<file path="src/rtl/pc_core_dram_rd_arbiter.sv">
// pc_core_dram_rd_arbiter
// Shares the single dram0_axi read channel between NUM_REQ read engines.
// AR requests are granted round-robin into a one-deep output register. An
// in-order grant FIFO records the owner of every granted burst so that the
// returning R beats can be steered back to the correct requester.
module pc_core_dram_rd_arbiter #(
  parameter int unsigned NUM_REQ         = 2,
  parameter int unsigned ADDR_WIDTH      = 64,
  parameter int unsigned DATA_WIDTH      = 512,
  parameter int unsigned MAX_OUTSTANDING = 8
) (
  input  logic                                ap_clk,
  input  logic                                areset,
  input  logic [NUM_REQ-1:0]                  s_arvalid,
  output logic [NUM_REQ-1:0]                  s_arready,
  input  logic [NUM_REQ*ADDR_WIDTH-1:0]       s_araddr,
  input  logic [NUM_REQ*8-1:0]                s_arlen,
  output logic [NUM_REQ-1:0]                  s_rvalid,
  input  logic [NUM_REQ-1:0]                  s_rready,
  output logic [DATA_WIDTH-1:0]               s_rdata,
  output logic                                s_rlast,
  output logic                                m_arvalid,
  input  logic                                m_arready,
  output logic [ADDR_WIDTH-1:0]               m_araddr,
  output logic [7:0]                          m_arlen,
  input  logic                                m_rvalid,
  output logic                                m_rready,
  input  logic [DATA_WIDTH-1:0]               m_rdata,
  input  logic                                m_rlast,
  output logic [$clog2(MAX_OUTSTANDING):0]    outstanding,
  output logic                                idle,
  output logic                                rd_err
);

  localparam int unsigned IW = $clog2(NUM_REQ);
  localparam int unsigned PW = $clog2(MAX_OUTSTANDING);
  localparam int unsigned CW = PW + 1;
  localparam logic [IW-1:0] RR_INIT  = IW'(NUM_REQ - 1);
  localparam logic [CW-1:0] FULL_CNT = CW'(MAX_OUTSTANDING);

  logic [IW-1:0]         rr;
  logic [IW-1:0]         grant;
  logic                  grant_found;
  logic                  load_en;
  logic                  push;
  logic                  pop;
  logic                  fifo_empty;
  logic                  fifo_full;
  logic [IW-1:0]         fifo_mem [MAX_OUTSTANDING];
  logic [PW-1:0]         wr_ptr;
  logic [PW-1:0]         rd_ptr;
  logic [CW-1:0]         count;
  logic [IW-1:0]         head;
  logic                  head_ready;
  logic [ADDR_WIDTH-1:0] sel_addr;
  logic [7:0]            sel_len;

  assign fifo_empty = (count == '0);
  assign fifo_full  = (count == FULL_CNT);
  assign load_en    = (!m_arvalid || m_arready) && !fifo_full;
  assign push       = load_en && grant_found;
  assign head       = fifo_mem[rd_ptr];

  // Round-robin search starting one past the last winner, wrapping at NUM_REQ
  always_comb begin
    grant       = rr;
    grant_found = 1'b0;
    for (int unsigned k = 1; k <= NUM_REQ; k++) begin
      for (int unsigned j = 0; j < NUM_REQ; j++) begin
        if (!grant_found && s_arvalid[j] && (j == (32'(rr) + k) % NUM_REQ)) begin
          grant       = IW'(j);
          grant_found = 1'b1;
        end
      end
    end
  end

  // Select the winning requester's address/length and form the one-hot ready
  always_comb begin
    sel_addr  = '0;
    sel_len   = '0;
    s_arready = '0;
    for (int unsigned j = 0; j < NUM_REQ; j++) begin
      if (grant == IW'(j)) begin
        sel_addr = s_araddr[j*ADDR_WIDTH +: ADDR_WIDTH];
        sel_len  = s_arlen[j*8 +: 8];
      end
      s_arready[j] = push && (grant == IW'(j));
    end
  end

  // Steer R beats to the requester at the head of the grant FIFO
  always_comb begin
    s_rvalid   = '0;
    head_ready = 1'b0;
    for (int unsigned j = 0; j < NUM_REQ; j++) begin
      if (head == IW'(j)) begin
        head_ready  = s_rready[j];
        s_rvalid[j] = m_rvalid && !fifo_empty;
      end
    end
  end

  assign m_rready = !fifo_empty && head_ready;
  assign s_rdata  = m_rdata;
  assign s_rlast  = m_rlast;
  assign pop      = m_rvalid && m_rready && m_rlast;

  // AR output register and round-robin pointer; held until m_arready
  always_ff @(posedge ap_clk) begin
    if (areset) begin
      m_arvalid <= 1'b0;
      m_araddr  <= '0;
      m_arlen   <= '0;
      rr        <= RR_INIT;
    end else if (push) begin
      m_arvalid <= 1'b1;
      m_araddr  <= sel_addr;
      m_arlen   <= sel_len;
      rr        <= grant;
    end else if (m_arready) begin
      m_arvalid <= 1'b0;
    end
  end

  // Grant FIFO storage; owner id written at grant time
  always_ff @(posedge ap_clk) begin
    if (push) begin
      fifo_mem[wr_ptr] <= grant;
    end
  end

  // Grant FIFO pointers and occupancy; pointers wrap naturally at power-of-2 depth
  always_ff @(posedge ap_clk) begin
    if (areset) begin
      wr_ptr <= '0;
      rd_ptr <= '0;
      count  <= '0;
    end else begin
      if (push) wr_ptr <= wr_ptr + 1'b1;
      if (pop)  rd_ptr <= rd_ptr + 1'b1;
      count <= count + CW'(push) - CW'(pop);
    end
  end

  // Sticky error: read data arriving with no burst outstanding
  always_ff @(posedge ap_clk) begin
    if (areset) begin
      rd_err <= 1'b0;
    end else if (m_rvalid && fifo_empty) begin
      rd_err <= 1'b1;
    end
  end

  assign outstanding = count;
  assign idle        = fifo_empty && !m_arvalid;

endmodule

</file>
<file path="config.mk">
export PLATFORM = sky130hd
export DESIGN_NAME = pc_core_dram_rd_arbiter
export DESIGN_NICKNAME = d
export VERILOG_FILES = /design/src/rtl/pc_core_dram_rd_arbiter.sv
export SDC_FILE = /design/constraint.sdc
export NUM_CORES = 1
export LEC_CHECK = 0
export CAP_MARGIN = 30
export CORE_AREA = 2 2 497 499
export CTS_BUF_LIST = sky130_fd_sc_hd__clkbuf_4 sky130_fd_sc_hd__clkbuf_8
export CTS_CLUSTER_SIZE = 40
export DETAILED_ROUTE_END_ITERATION = 8
export DIE_AREA = 0 0 499 501
export GPL_TIMING_DRIVEN = 0
export SYNTH_ARGS = -nofsm -noshare
export SYNTH_HDL_FRONTEND = slang
export SYNTH_SLANG_ARGS = --single-unit
</file>
<file path="constraint.sdc">
create_clock -name ap_clk -period 8.01 [get_ports ap_clk]
set_input_delay 2.0025 -clock ap_clk [delete_from_list [all_inputs] [get_ports ap_clk]]
set_output_delay 2.0025 -clock ap_clk [all_outputs]
set_load 0.005 [all_outputs]
</file>
# [Word level (Yosys, flattened, before mapping)]
# Memory sizes are Yosys's and may differ from the RTL's. A register that Yosys moved wholly into a read port is not among the register bits.
# Index checks and enable logic that the tools add are counted.
[classes] n_addsub=6 n_lt_le_gt_ge=0 mux=19 n_bitwise=1 n_eq_ne=1 div_mod_pow=0 n_shift=0 reduce_logical=28 multipliers=0
[op_table] op="32-bit zero test" count=2
[op_table] op="64-bit 2-to-1 mux" count=1
[op_table] op="1-bit logical AND" count=17
[op_table] op="1-bit 2-to-1 mux" count=15
[op_table] op="8-bit 2-to-1 mux" count=1
[op_table] op="3-bit by 1-bit adder with 3-bit output (second input constant)" count=2
[op_table] op="1-bit zero test" count=6
[op_table] op="3-bit 2-to-1 mux" count=2
[op_table] op="4-bit by 1-bit adder with 4-bit output" count=1
[op_table] op="4-bit equality test (second input constant)" count=1
[op_table] op="4-bit zero test" count=1
[op_table] op="4-bit by 1-bit subtractor with 4-bit output" count=1
[op_table] op="1-bit adder (second input constant)" count=2
[op_table] op="2-bit nonzero test" count=1
[op_table] op="1-bit logical OR" count=1
[op_table] op="1-bit inverter" count=1
[word_totals] wordCells=64 in_bits=665 ff_bits=85 mem_bits_rw=8 romBits=0 output_inout_bits=597 mem_count=1 latchBits=0
[mem_list] name="fifo_mem" words=8 word_bits=1 read_ports=1 rd_clocked_by_memory_dff=1 write_ports=1 line_no="49" text="logic [IW-1:0] fifo_mem [MAX_OUTSTANDING];"

# [Logic depth before layout (Yosys ltp)]
[logic_depth] ltp_word=19 depth_mapped=13 depth_no_buf=12

# [Worst setup path before layout]
# OpenSTA, ideal clock, no wires.
[synth_path] kind="input to output" from="input m_arready" to="output s_arready[1]" slack_ps=3047 t_arrival_ps=2961 required_ps=6008 stages=4 path_cell_list="inv_1 a221oi_2 clkbuf_1 and2_1"
[synth_via] elab_chain_cells=4
[synth_lines] item="start, declared" line_no="23" text="input logic m_arready,"
[synth_lines] item="1-bit logical OR" line_no="60" text="assign load_en = (!m_arvalid || m_arready) && !fifo_full;"
[synth_lines] item="1-bit logical AND" line_no="60"
[synth_lines] item="1-bit logical AND" line_no="61" text="assign push = load_en && grant_found;"
[synth_lines] item="1-bit logical AND" line_no="88" text="s_arready[j] = push && (grant == IW'(j));"
[synth_lines] item="end, declared" line_no="15" text="output logic [NUM_REQ-1:0] s_arready,"
# Every way passes these cells.

# [Worst setup path after layout]
[layout_path] from="input s_arvalid[1]" to="output s_arready[1]"
[layout_via] word_cells_on_any_way=16
[layout_lines] item="start, declared" line_no="14" text="input logic [NUM_REQ-1:0] s_arvalid,"
[layout_lines] item="1-bit logical AND (2 in series)" line_no="70" text="if (!grant_found && s_arvalid[j] && (j == (32'(rr) + k) % NUM_REQ)) begin"
[layout_lines] item="1-bit 2-to-1 mux" line_no="70"
[layout_lines] item="1-bit zero test" line_no="70"
[layout_lines] item="1-bit logical AND (2 in series)" line_no="70"
[layout_lines] item="1-bit 2-to-1 mux" line_no="70"
[layout_lines] item="1-bit zero test" line_no="70"
[layout_lines] item="1-bit logical AND (2 in series)" line_no="70"
[layout_lines] item="1-bit 2-to-1 mux (*)" line_no="70"
[layout_lines] item="net grant" line_no="42" text="logic [IW-1:0] grant;"
[layout_lines] item="1-bit logical AND (*)" line_no="88"
# Mark *: on every way through the listed nets, which the timed path passes. The rest lies on a longest branch.

==> reports/summary.json <==
{
  "synth.distinct_cells": 36,
  "die_x_um": 499,
  "drt_iter0_markers": 658,
  "max_cap_violations": 0,
  "powerDensity_nw_per_um2": 130,
  "rsz_0062_raised_after_global_routing": "false",
  "synth_top_area_cell": "buf_4",
  "peakVddDrop_v": 0.0000684,
  "yosysMostFrequentCell": "buf_4",
  "worst_setup_slack_for_register_to_register_paths_ns": 4.64,
  "required_ns": 6.01,
  "nFillCells": 28500,
  "place_congestion": 0.959,
  "routed_via_density": 2.05,
  "critical_path.reg2reg.endpoint": "outstanding[2]$_SDFF_PP0_",
  "globalRoute.totalOverflow": 0,
  "grt_first_pass_wirelength_um": 158000,
  "holdCritPathClass": "reg -> reg",
  "share_of_synthesized_area_occupied_by_flip_flops_and_latches": 0.245,
  "numClockSinks": 96,
  "detailroute.via_count": 10300,
  "first_pass_iteration_count_of_the_detailed_router": 5,
  "drtAntennaViolNets": 0,
  "crit_path_end_kind": "output pin",
  "clock_tree.root_cell": "clkbuf_8",
  "worst_path_largest_cell_delay_ns": 0.72,
  "cell_with_the_largest_stage_delay_on_the_worst_path": "clkdlybuf4s50_1",
  "coreArea_sq_um": 245000,
  "tns_ns": 0,
  "clockBufferDepth": 2,
  "max_slew.worst_pin.slew_ns": 0.932,
  "tritoncts": "yes",
  "multi_input_combinational_cell_area_sq_um": 2130,
  "synth_nets": 1622,
  "final-max-slew-violation-count": 0,
  "dp.final_hpwl_um": 132000,
  "avgRoutedWirePerCell_um": 27.7,
  "regToRegStartpoint": "outstanding[3]$_SDFF_PP0_",
  "postSynth.asyncResetShare": 0,
  "cts.htree.levels": 3,
  "layout-area-overhead-vs-synth_pct": 147,
  "fmax_mhz": 143,
  "final_hold_violations": 0,
  "worst_clock_skew_ns": 0.0182,
  "setup.worst_path.class": "in -> out",
  "synth_top_cells_by_count": "buf_4 (513), dfxtp_1 (88), nor2_1 (87)",
  "fin_crit_sh": 0.872,
  "post-route-drc-count": 0,
  "hold_bufs_at_cts": 0,
  "fp-row-count": 182,
  "placement.io_buffers": 748,
  "hold_ws_ns": 0.503,
  "finalSetupViolCount": 0,
  "layout.area.seq_sq_um": 2000,
  "die_h_um": 501,
  "hold_path_depth": 2,
  "netlist_top_cells_area": "buf_4 (47%), dfxtp_1 (22%), mux2i_1 (9.4%)",
  "ys_ff_latch": 96,
  "netlist_instances": 948,
  "syn-mean-instance-area_sq_um": 8.61,
  "clkTransAtPathRegs_ns": 0.11,
  "first_global_vias": 10500,
  "cts-resized-gates": 0,
  "initial_core_util": 0.0334,
  "critical_path.startpoint_type": "primary input",
  "timing.critical_path.cells": "clkdlybuf4s50_1 > inv_1 > mux2i_1 > buf_2 > buf_2 > and2_1 > clkdlybuf4s50_1",
  "p_leak_uw": 0.00736,
  "worst_ep_arrival_time_ns": 4.98,
  "path_max_fanout": 17,
  "yosysWarnings": 0,
  "synth-edff-count": 8,
  "io_pins": 1262,
  "status": "complete, no violations",
  "mappedNetlistArea_sq_um": 8170,
  "cp-startpoint": "s_arvalid[1]",
  "grtUsageTotal": 0.106,
  "final_nets": 2392,
  "antenna_violations_before_repair": 139,
  "die_area_sq_um": 250000,
  "drive_gt1_frac": 0.325,
  "pin_count_of_the_biggest_net_entering_global_routing": 19,
  "finalWorstPathRequiredPeriod_ns": 6.99,
  "worst_slew_margin_rel": 0.378,
  "synth.top_cell.area_share": 0.472,
  "main_synth_ff_type": "dfxtp_1",
  "clock_insertion_delay_worst_skew_ns": 0.47,
  "r2r_cells": 13,
  "critPathCapture": "s_arready[1]",
  "wirelength_um": 139000,
  "cts_setup_buffers": 0,
  "tritoncts.num_buffers": 9
}
[cells in the final DEF (no fill, tap or decap), types with 2 or more instances in the layout]
cell type and count:
buf_4 517, buf_6 3, nand2_1 6, mux2i_1 77
dfxtp_1 88, mux4_1 2, edfxtp_1 8, buf_8 3
nor2_1 87, nand4_1 4, mux2_2 3, nor3b_1 2
buf_2 10, a21oi_1 6, xnor2_1 2, a211oi_1 72
inv_8 2, clkbuf_2 3, clkinv_4 3, inv_1 9
nor2b_1 4, clkbuf_8 9, nor3_1 3, clkbuf_1 22
diode_2 65, ha_1 8, and2_1 3, clkdlybuf4s50_1 748
nand2b_1 2
[cell type report]
cell class / instances / area share
plain buffers: 549 / 0.198
diodes: 65 / 0.00806
well taps: 3220 / 0.200
clock inverters: 7 / 0.00310
clock buffers: 9 / 0.00614
flip-flops and latches: 96 / 0.0992
repair buffers: 759 / 0.378
inverters: 10 / 0.00186
multi-input cells: 293 / 0.106
[routing by layer]
| layer | GRT usage | up-vias | wire length (um) | part of all wire |
|---|---|---|---|---|
| li1 | - | 4207 | - | - |
| met1 | 0.0963 | 4626 | 43600 | 0.31 |
| met2 | 0.157 | 1078 | 58000 | 0.42 |
| met3 | 0.0983 | 265 | 28900 | 0.21 |
| met4 | 0.0545 | 78 | 7920 | 0.057 |
| met5 | 0 | - | 484 | 0.0035 |
[registers in the layout, summed over array words and instances (netlist names), named ones only]
name	cells
m_araddr	64
rr	1
m_arlen	8
fifo_mem	8
rd_err	1
m_arvalid	1
rd_ptr	3
wr_ptr	3
outstanding	4
[worst min path at each step]
stage / startpoint / end / slack [ns]
5_1_grt: m_araddr[26]$_SDFFE_PP0P_ / m_araddr[26]$_SDFFE_PP0P_ / 0.53
3_3_place_gp: rd_err$_SDFFE_PP0P_ / rd_err$_SDFFE_PP0P_ / 0.46
4_1_cts: rd_err$_SDFFE_PP0P_ / rd_err$_SDFFE_PP0P_ / 0.51
3_5_place_dp: rd_err$_SDFFE_PP0P_ / rd_err$_SDFFE_PP0P_ / 0.48
6_report: rd_err$_SDFFE_PP0P_ / rd_err$_SDFFE_PP0P_ / 0.50
2_1_floorplan: rd_err$_SDFFE_PP0P_ / rd_err$_SDFFE_PP0P_ / 0.46
[per-stage QoR]
stage / power (uW) / cells / setup WS, ns / area, sq um / util
floorplan: 1240 / 948 / 3.05 / 8170 / -
global placement: 2250 / 4916 / 0.948 / 19700 / 0.0804
detailed placement: 2290 / 4925 / 0.917 / 19800 / 0.0809
CTS: 2680 / 4941 / 0.904 / 20000 / 0.0816
global route: 2780 / 4993 / 0.821 / 20100 / 0.0822
finish: 2620 / 5008 / 1.02 / 20200 / 0.0824
[cells by family (layout without fill, tap and decap cells)]
group	Yosys count	in the layout	share of synthesized area
compound gates	83	83	0.0749
xor+xnor	3	3	0.00322
fa+ha+maj	9	9	0.0147
buf+inv	559	1334	0.494
flops	96	96	0.245
mux	83	83	0.108
other cells	0	65	0
simple gates	115	115	0.0601
[critical path: cells and delay by family]
kind	cells	cell delay (ns)
multiplexers	1	0.18
AND/OR/NAND/NOR	1	0.26
buffers and inverters	5	2.47
[power by group]
group / internal, uW / switching [uW] / total [uW] / leakage [uW]
Clock: 120 / 248 / 368 / 0.0000980
Combinational: 810 / 768 / 1580 / 0.00646
Sequential: 598 / 78.9 / 676 / 0.000803
Power figures use the tool's default switching activity.
